`src/rtl/fetch_pkg.sv`:
```
// -----------------------------------------------------------------------------
// fetch_pkg
//   Shared types and constants for the fetch sequencer:
//     state_e   : fetch FSM states (S_OP, S_IMM, S_TGT)
//     kind_e    : instruction word classification (PLAIN, IMM16, BRANCH)
//     classify  : opcode word -> kind_e
//   Branch opcode layout: [15:13]=BRANCH_PREFIX, [NEGATE_BIT]=invert test,
//   [COND_MSB:COND_LSB]=index into the condition flag vector.
// -----------------------------------------------------------------------------
package fetch_pkg;

  typedef enum logic [1:0] {
    S_OP  = 2'd0,
    S_IMM = 2'd1,
    S_TGT = 2'd2
  } state_e;

  typedef enum logic [1:0] {
    K_PLAIN  = 2'd0,
    K_IMM16  = 2'd1,
    K_BRANCH = 2'd2
  } kind_e;

  localparam logic [2:0] BRANCH_PREFIX = 3'b111;
  localparam logic [9:0] IMM16_SRC     = 10'h3a0;
  localparam int         COND_MSB      = 4;
  localparam int         COND_LSB      = 0;
  localparam int         NEGATE_BIT    = 10;

  // Branch prefix wins over the imm16 source pattern.
  function automatic kind_e classify(input logic [15:0] w);
    if (w[15:13] == BRANCH_PREFIX) return K_BRANCH;
    else if (w[9:0] == IMM16_SRC)  return K_IMM16;
    else                           return K_PLAIN;
  endfunction

endpackage

```
`src/rtl/fetch_branch_cond.sv`:
```
// -----------------------------------------------------------------------------
// fetch_branch_cond
//   Combinational branch resolution: selects one live condition flag and
//   optionally inverts it.
//   Ports:
//     cond_flags [NCOND-1:0] in  : live condition flags
//     cond_sel   [4:0]       in  : flag index from the branch opcode
//     negate                 in  : invert the selected flag ("bn" form)
//     taken                  out : branch is taken
// -----------------------------------------------------------------------------
module fetch_branch_cond #(
  parameter int NCOND = 32
) (
  input  logic [NCOND-1:0] cond_flags,
  input  logic [4:0]       cond_sel,
  input  logic             negate,
  output logic             taken
);

  // Widen to the full 5-bit index space; indices past NCOND read as 0.
  logic [31:0] flags_ext;

  for (genvar i = 0; i < 32; i++) begin : g_ext
    if (i < NCOND) begin : g_live
      assign flags_ext[i] = cond_flags[i];
    end else begin : g_zero
      assign flags_ext[i] = 1'b0;
    end
  end

  assign taken = flags_ext[cond_sel] ^ negate;

endmodule

```
`src/rtl/fetch_sequencer.sv`:
```
// -----------------------------------------------------------------------------
// fetch_sequencer
//   Program counter and instruction fetch. Drives the code ROM address from
//   the PC register, reads the combinational ROM word in the same cycle,
//   assembles one/two-word instructions and resolves branches internally.
//   Only non-branch instructions are issued downstream.
//
//   Ports:
//     clk, reset            : clock, asynchronous active-high reset
//     code_addr  [PC_WIDTH] : ROM address (= pc register)
//     code_data  [16]       : ROM word at code_addr
//     cond_flags [NCOND]    : branch condition flags
//     exec_stall            : freeze all state and outputs
//     instr_out/imm_out     : issued opcode and trailing immediate (0 if none)
//     instr_valid           : one pulse per issue (held while stalled)
//     pc_out     [PC_WIDTH] : address of the issued opcode
//   Optional (FETCH_BREAKPOINT_EN defined):
//     bp_addr, bp_arm, bp_resume in; bp_hit out.
//
//   Handshake: instr_valid=1 after an edge means instr_out/imm_out/pc_out hold
//   a new instruction; the first following edge with exec_stall=0 consumes it.
//   With exec_stall=1 nothing in this block changes on that edge.
// -----------------------------------------------------------------------------
module fetch_sequencer
  import fetch_pkg::*;
#(
  parameter int                  PC_WIDTH     = 16,
  parameter logic [PC_WIDTH-1:0] RESET_VECTOR = '0,
  parameter int                  NCOND        = 32
) (
  input  logic                clk,
  input  logic                reset,
  output logic [PC_WIDTH-1:0] code_addr,
  input  logic [15:0]         code_data,
  input  logic [NCOND-1:0]    cond_flags,
  input  logic                exec_stall,
`ifdef FETCH_BREAKPOINT_EN
  input  logic [PC_WIDTH-1:0] bp_addr,
  input  logic                bp_arm,
  input  logic                bp_resume,
  output logic                bp_hit,
`endif
  output logic [15:0]         instr_out,
  output logic [15:0]         imm_out,
  output logic                instr_valid,
  output logic [PC_WIDTH-1:0] pc_out
);

  state_e              state_q, state_d;
  logic [PC_WIDTH-1:0] pc_q, pc_d;
  logic [15:0]         op_q, op_d;
  logic [PC_WIDTH-1:0] op_addr_q, op_addr_d;
  logic [15:0]         instr_out_q, instr_out_d;
  logic [15:0]         imm_out_q, imm_out_d;
  logic                instr_valid_q, instr_valid_d;
  logic [PC_WIDTH-1:0] pc_out_q, pc_out_d;
  logic [PC_WIDTH-1:0] pc_inc;
  logic                taken;
  logic                fetch_en;

`ifdef FETCH_BREAKPOINT_EN
  logic bp_hit_q, bp_hit_d;
  // Set by a resume so the same address does not re-trigger immediately.
  logic bp_skip_q, bp_skip_d;
`endif

  fetch_branch_cond #(.NCOND(NCOND)) u_cond (
    .cond_flags (cond_flags),
    .cond_sel   (op_q[COND_MSB:COND_LSB]),
    .negate     (op_q[NEGATE_BIT]),
    .taken      (taken)
  );

  assign pc_inc = pc_q + PC_WIDTH'(1);

  always_comb begin
    state_d       = state_q;
    pc_d          = pc_q;
    op_d          = op_q;
    op_addr_d     = op_addr_q;
    instr_out_d   = instr_out_q;
    imm_out_d     = imm_out_q;
    instr_valid_d = instr_valid_q;
    pc_out_d      = pc_out_q;
    fetch_en      = 1'b1;
`ifdef FETCH_BREAKPOINT_EN
    bp_hit_d  = bp_hit_q;
    bp_skip_d = bp_skip_q;
`endif

    if (!exec_stall) begin
      instr_valid_d = 1'b0;

`ifdef FETCH_BREAKPOINT_EN
      if (pc_q != bp_addr) bp_skip_d = 1'b0;
      if (bp_hit_q) begin
        if (bp_resume) begin
          bp_hit_d  = 1'b0;
          bp_skip_d = 1'b1;
        end else begin
          fetch_en = 1'b0;
        end
      end else if (state_q == S_OP && bp_arm && pc_q == bp_addr && !bp_skip_q) begin
        bp_hit_d = 1'b1;
        fetch_en = 1'b0;
      end
`endif

      if (fetch_en) begin
        case (state_q)
          S_OP: begin
            op_d      = code_data;
            op_addr_d = pc_q;
            pc_d      = pc_inc;
            case (classify(code_data))
              K_IMM16:  state_d = S_IMM;
              K_BRANCH: state_d = S_TGT;
              default: begin
                instr_out_d   = code_data;
                imm_out_d     = 16'h0000;
                instr_valid_d = 1'b1;
                pc_out_d      = pc_q;
              end
            endcase
          end
          S_IMM: begin
            instr_out_d   = op_q;
            imm_out_d     = code_data;
            instr_valid_d = 1'b1;
            pc_out_d      = op_addr_q;
            pc_d          = pc_inc;
            state_d       = S_OP;
          end
          S_TGT: begin
            pc_d    = taken ? PC_WIDTH'(code_data) : pc_inc;
            state_d = S_OP;
          end
          default: state_d = S_OP;
        endcase
      end
    end
  end

  always_ff @(posedge clk or posedge reset) begin
    if (reset) begin
      state_q       <= S_OP;
      pc_q          <= RESET_VECTOR;
      op_q          <= 16'h0000;
      op_addr_q     <= '0;
      instr_out_q   <= 16'h0000;
      imm_out_q     <= 16'h0000;
      instr_valid_q <= 1'b0;
      pc_out_q      <= '0;
`ifdef FETCH_BREAKPOINT_EN
      bp_hit_q      <= 1'b0;
      bp_skip_q     <= 1'b0;
`endif
    end else begin
      state_q       <= state_d;
      pc_q          <= pc_d;
      op_q          <= op_d;
      op_addr_q     <= op_addr_d;
      instr_out_q   <= instr_out_d;
      imm_out_q     <= imm_out_d;
      instr_valid_q <= instr_valid_d;
      pc_out_q      <= pc_out_d;
`ifdef FETCH_BREAKPOINT_EN
      bp_hit_q      <= bp_hit_d;
      bp_skip_q     <= bp_skip_d;
`endif
    end
  end

  assign code_addr   = pc_q;
  assign instr_out   = instr_out_q;
  assign imm_out     = imm_out_q;
  assign instr_valid = instr_valid_q;
  assign pc_out      = pc_out_q;
`ifdef FETCH_BREAKPOINT_EN
  assign bp_hit      = bp_hit_q;
`endif

endmodule

```
`config.mk`:
```
export PLATFORM = sky130hd
export DESIGN_NAME = fetch_sequencer
export DESIGN_NICKNAME = d
export VERILOG_FILES = /design/src/rtl/fetch_pkg.sv /design/src/rtl/fetch_branch_cond.sv /design/src/rtl/fetch_sequencer.sv
export SDC_FILE = /design/constraint.sdc
export NUM_CORES = 1
export LEC_CHECK = 0
export CAP_MARGIN = 0
export CORE_MARGIN = 3
export CORE_UTILIZATION = 50
export DETAILED_ROUTE_END_ITERATION = 10
export GPL_TIMING_DRIVEN = 0
export PLACE_DENSITY = 0.81
export SLEW_MARGIN = 5
export SYNTH_ARGS = -nofsm -noshare
export SYNTH_HDL_FRONTEND = slang
export SYNTH_SLANG_ARGS = --single-unit
```
`constraint.sdc`:
```
create_clock -name clk -period 3.3 [get_ports clk]
set_input_delay 0.33 -clock clk [delete_from_list [all_inputs] [get_ports clk]]
set_output_delay 0.33 -clock clk [all_outputs]
set_load 0.05 [all_outputs]
```
### Word level (Yosys, flattened, before mapping)

Index checks and enable logic that the tools add are counted.

* input bits: 51
* flip-flop bits (word level): 99
* output and inout port bits: 65
* word-level logic and storage cells: 47

* bitwise gates (word level): 2
* $add $sub $neg: 1
* order comparisons: 1
* multiplexer cells: 18
* eq/ne operators: 8
* reductions and logical operators: 9

Operators by type and width (number)
* case mux 16 bit (2 select lines): 4
* two-way mux 16 bit: 4
* adder 16 x 1 -> 16 bit, second input constant: 1
* == test 10 bit, second input constant: 1
* two-way mux 2 bit: 4
* < comparator 5 x 6 -> 1 bit, second input constant: 1
* AND reduction 2 bit: 3
* binary-select mux 1 bit (select 5 bit): 1
* == test 2 x 1 -> 1 bit, second input constant: 2
* == test 2 bit, second input constant: 2
* case mux 2 bit (2 select lines): 1
* nonzero test 2 bit: 2
* OR reduction 2 bit: 2
* == test 3 bit, second input constant: 1
* two-way mux 1 bit: 3
* != test 3 x 1 -> 1 bit, second input constant: 1
* AND reduction 3 bit: 1
* logical NOT 2 bit: 1
* != test 2 bit, second input constant: 1
* case mux 1 bit (2 select lines): 1
* inverter 1 bit: 1
* XOR 1 bit: 1

### Depth between registers and ports, before layout

* word-level depth: 9
* gate-level depth with buffers: 10

### By module

From an unflattened synthesis, not the netlist that was laid out.

* cells, all modules: 449
* area, all modules: 4844.6 sq um

By module, submodules not included
* fetch_sequencer: cells an instance 406, times used 1, seq. area each 2477.4 sq um, area an instance 4511.8 sq um
* fetch_branch_cond: cells an instance 43, times used 1, seq. area each 0.0 sq um, area an instance 332.8 sq um

### Worst setup path before layout

OpenSTA, ideal clock, no wires.

* path type: register to register
* from: register op_q[1]
* to: register pc_q[8] (netlist: code_addr[8])
* path slack: 0.919 ns
* stages on the path, launching flop included: 10
* period minus slack after synthesis: 2.381 ns
* arrival: 2.255 ns
* library setup time: 0.126 ns
* cells stage by stage: dfrtp_1 -> buf_6 -> buf_6 -> a2111oi_1 -> a2111oi_2 -> nor4_2 -> mux2i_2 -> buf_2 -> nand4_1 -> o311a_1

* word-level cells in the longest chain between the ends: 5

Ends and longest elaborated chain
* start, declared: RTL line fetch_sequencer.sv:51 `logic [15:0] op_q, op_d;`
* start signal, assigned: RTL line fetch_sequencer.sv:161 `op_q <= op_d;`
* binary-select mux 1 bit (select 5 bit): RTL line fetch_branch_cond.sv:31 `assign taken = flags_ext[cond_sel] ^ negate;`
* two-way mux 1 bit (implied by the code): RTL line fetch_branch_cond.sv:31
* XOR 1 bit: RTL line fetch_branch_cond.sv:31
* two-way mux 16 bit: RTL line fetch_sequencer.sv:135 `pc_d = taken ? PC_WIDTH'(code_data) : pc_inc;`
* case mux 16 bit (2 select lines): RTL line fetch_sequencer.sv:110 `case (state_q)`
* end signal, assigned: RTL line fetch_sequencer.sv:160 `pc_q <= pc_d;`
* end, declared: RTL line fetch_sequencer.sv:50 `logic [PC_WIDTH-1:0] pc_q, pc_d;`

Every way passes these cells. The select of a mux whose other input is x is not followed.
A chain may end at the register's enable or synchronous reset.

### Final worst setup path

* from: register op_q[1]
* to: register pc_q[11] (netlist: code_addr[11])

The elaborated chain is that of the path after synthesis.

==> results.toml <==
[routing]
drt-pass1-iter-count = 4
drt_iter0_markers = 151
route.detailed.drc = 0
drtAntennaViolNets = 0
vias_per_cell = 5.481
wl_per_cell_um = 17.39
vias = 3897
drt-total-wl_mm = 12.36

[clock_network]
cts_buffer_depth = 2
postCtsResizedCells = 0
clock-root-buffer = "clkbuf_8"
clk_latency_ps = 370
h-tree-depth = 3
numCtsBuffers = 9
cts_setup_buffers = 0
clk_pin_slew_ps = 100
cts_hold_buf = 0
cts_tree = "yes"
cts_sinks = 99

[sta]
skew_ps = 7.675
setup_viol = 0
drv_slew = 0
setup_ws_ps = 399.7
relSlewSlack = 0.3382
grt_setup_unrepaired = "no"
finalHoldViolCount = 0
period_share = 0.8789
finalSetupTns_ps = 0
min_period_ps = 2900
fmax_mhz = 344.8
worst_pin_slew_ps = 985.2
holdWs_ps = 312.6

[worst_setup_path]
r2r_slack_ps = 400
worstSetupEndpointType = "flop"
path_depth = 9
criticalPathCategory = "flop to flop"
cp_slowest_cell = "mux2i_2"
cp_num_buf_inv = 3
r2r_end = "code_addr[11]$_DFFE_PP0P_"
start_kind = "flop"
critical-path-top-delay-family = "multiplexers"
critical_path.startpoint = "op_q[1]$_DFFE_PP0P_"
crit-reg2reg-launch = "op_q[1]$_DFFE_PP0P_"
critical_path.cell_chain = "buf_6, buf_6, a2111oi_1, a2111oi_2, nor4_2, mux2i_2, buf_6, mux2i_1, a2bb2oi_1"
required_ps = 3510
worst_ep_arrival_time_ps = 3120
max_stage_delay_ps = 520
crit_end = "code_addr[11]$_DFFE_PP0P_"
cp_common_cell = "buf_6"
reg2reg_depth = 9
critPathMaxFanout = 10

[logic_synthesis]
synth-warning-count = 0
ys.flop_type = "dfrtp_1"
synth_async_sr_flop_share = 1.000
syn_nets = 503
syn_inst = 451
synthDistinctLibCells = 48
synth-edff-count = 0
yosysSeqAreaShare = 0.5160
ys_ff_latch = 99
netlist_area_um2 = 4801
avgSynthCellArea_um2 = 10.64

[place]
dpl.cell_count = 695
routabilityCongestion = 0.8927
dp_hpwl_mm = 9.107
io_buffers = 114
post-place-ws_ps = 230.6

[final_layout]
final_cells = 711
area_delta_synth_final_pct = 31.77
n_antenna_cell = 0
drive_above_1_share = 0.1151
final_nets = 629

[power]
p_per_area_nw_per_um2 = 705.8
power.leakage_nw = 2.682
ir_worst_vdd_mv = 0.5289

[outcome]
status = "finished clean"

[floorplanning]
die-height_um = 104.0
die_width_um = 104.0
start_util = 0.5171
boundaryPins = 116
placementRows = 35
dieArea_um2 = 10810
core_um2 = 9284

[job]
maxCapViolCount = 0

[global_route]
grt_pass1_vias = 3916
grt_pass1_wl_mm = 20.20
grt_max_degree = 62
grt.overflow.total = 0
grt_use_total = 0.2322
antenna_found_initial = 0

[min_path]
hp-class = "input port to flop"
[state kept, by name, summed over array words and instances (netlist names)]
register     cells
op_addr_q       16
instr_out       16
imm_out         16
op_q            16
code_addr       16
pc_out          16
instr_valid      1
state_q          2
[power by group]
| part | internal [mW] | switching (mW) |
|---|---|---|
| sequential | 1.53 | 0.291 |
| clock | 0.295 | 0.467 |
| combinational | 0.730 | 1.15 |
| total | 2.56 | 1.91 |
[through the flow]
stage / instance area, µm² / util / power, mW
after floorplan: 4801 / - / 3.042
after global placement: 6103 / 0.6574 / 3.667
after detailed placement: 6133 / 0.6606 / 3.719
after CTS: 6326 / 0.6814 / 4.480
after global routing: 6326 / 0.6814 / 4.683
final: 6326 / 0.6814 / 4.465
[cells by family after synthesis]
logic type	share of synthesized area
AND/OR/NAND/NOR	0.1199
flip-flops	0.5160
multiplexers	0.1983
buffers and inverters	0.03935
AO/OA/AOI/OAI	0.1238
adder cells (fa/ha/maj)	0.002606
[per-layer routing]
layer | wire [µm] | global-route usage | vias up
li1 | - | - | 1845
met4 | 147 | 0.05983 | 0
met3 | 710 | 0.05152 | 16
met5 | 0 | 0 | -
met2 | 6293 | 0.4016 | 125
met1 | 5212 | 0.2965 | 1911
[layout by cell type (no fill, tap or decap), types with 8 or more instances in the layout]
cell,instances
clkbuf_1,20
a2bb2oi_1,12
o21ai_1,16
mux2_2,33
nand2_1,86
mux2i_1,48
clkbuf_8,9
a21oi_1,14
nand3_1,8
inv_1,8
clkdlybuf4s50_1,114
o21ai_0,37
dfrtp_1,99
[area by class of cell]
cell class                      count  area (µm²)
Fill cell                         749        2958
Multi-Input combinational cell    311        2135
Clock buffer                        9       123.9
Tap cell                          129       161.4
Inverter                            9       36.28
Sequential cell                    99        2477
Timing Repair Buffer              115        1169
Buffer                             32       155.1
Clock inverter                      7       68.82
[cells in the mapped netlist, types with 2 or more instances]
master,count,area share
mux4_1,2,0.011
buf_6,3,0.0070
nor2b_1,7,0.0091
buf_2,7,0.0073
nand4_1,3,0.0039
o21ai_1,16,0.017
inv_1,9,0.0070
o311a_1,2,0.0042
a2bb2oi_1,12,0.022
nand3_1,8,0.0083
nor3_1,3,0.0031
and2_1,2,0.0026
a311oi_1,2,0.0036
a211oi_1,2,0.0031
and3_1,4,0.0052
o21ai_0,37,0.039
nor2_1,5,0.0039
nand2_1,86,0.067
a21oi_1,14,0.015
nand2b_1,3,0.0039
mux2i_1,48,0.10
mux2_2,33,0.077
clkbuf_1,20,0.016
dfrtp_1,99,0.52
[worst min-delay path, cell delays in order]
cell and delay (ps):
clkbuf_1 170, nand2_1 100, nand2_1 50
[worst min path at each step]
| stage | from | cells after the start | slack, ps | to |
|---|---|---|---|---|
| after floorplan | code_data[4] | 2 | 450 | op_q[4]$_DFFE_PP0P_ |
| after global placement | imm_out[5]$_DFFE_PP0P_ | 2 | 460 | imm_out[5]$_DFFE_PP0P_ |
| after detailed placement | pc_out[14]$_DFFE_PP0P_ | 2 | 470 | pc_out[14]$_DFFE_PP0P_ |
| after CTS | exec_stall | 3 | 300 | instr_valid$_DFFE_PP0N_ |
| after global routing | exec_stall | 3 | 340 | state_q[1]$_DFFE_PP0P_ |
| final | exec_stall | 3 | 310 | instr_valid$_DFFE_PP0N_ |
Power figures use the tool's default switching activity.
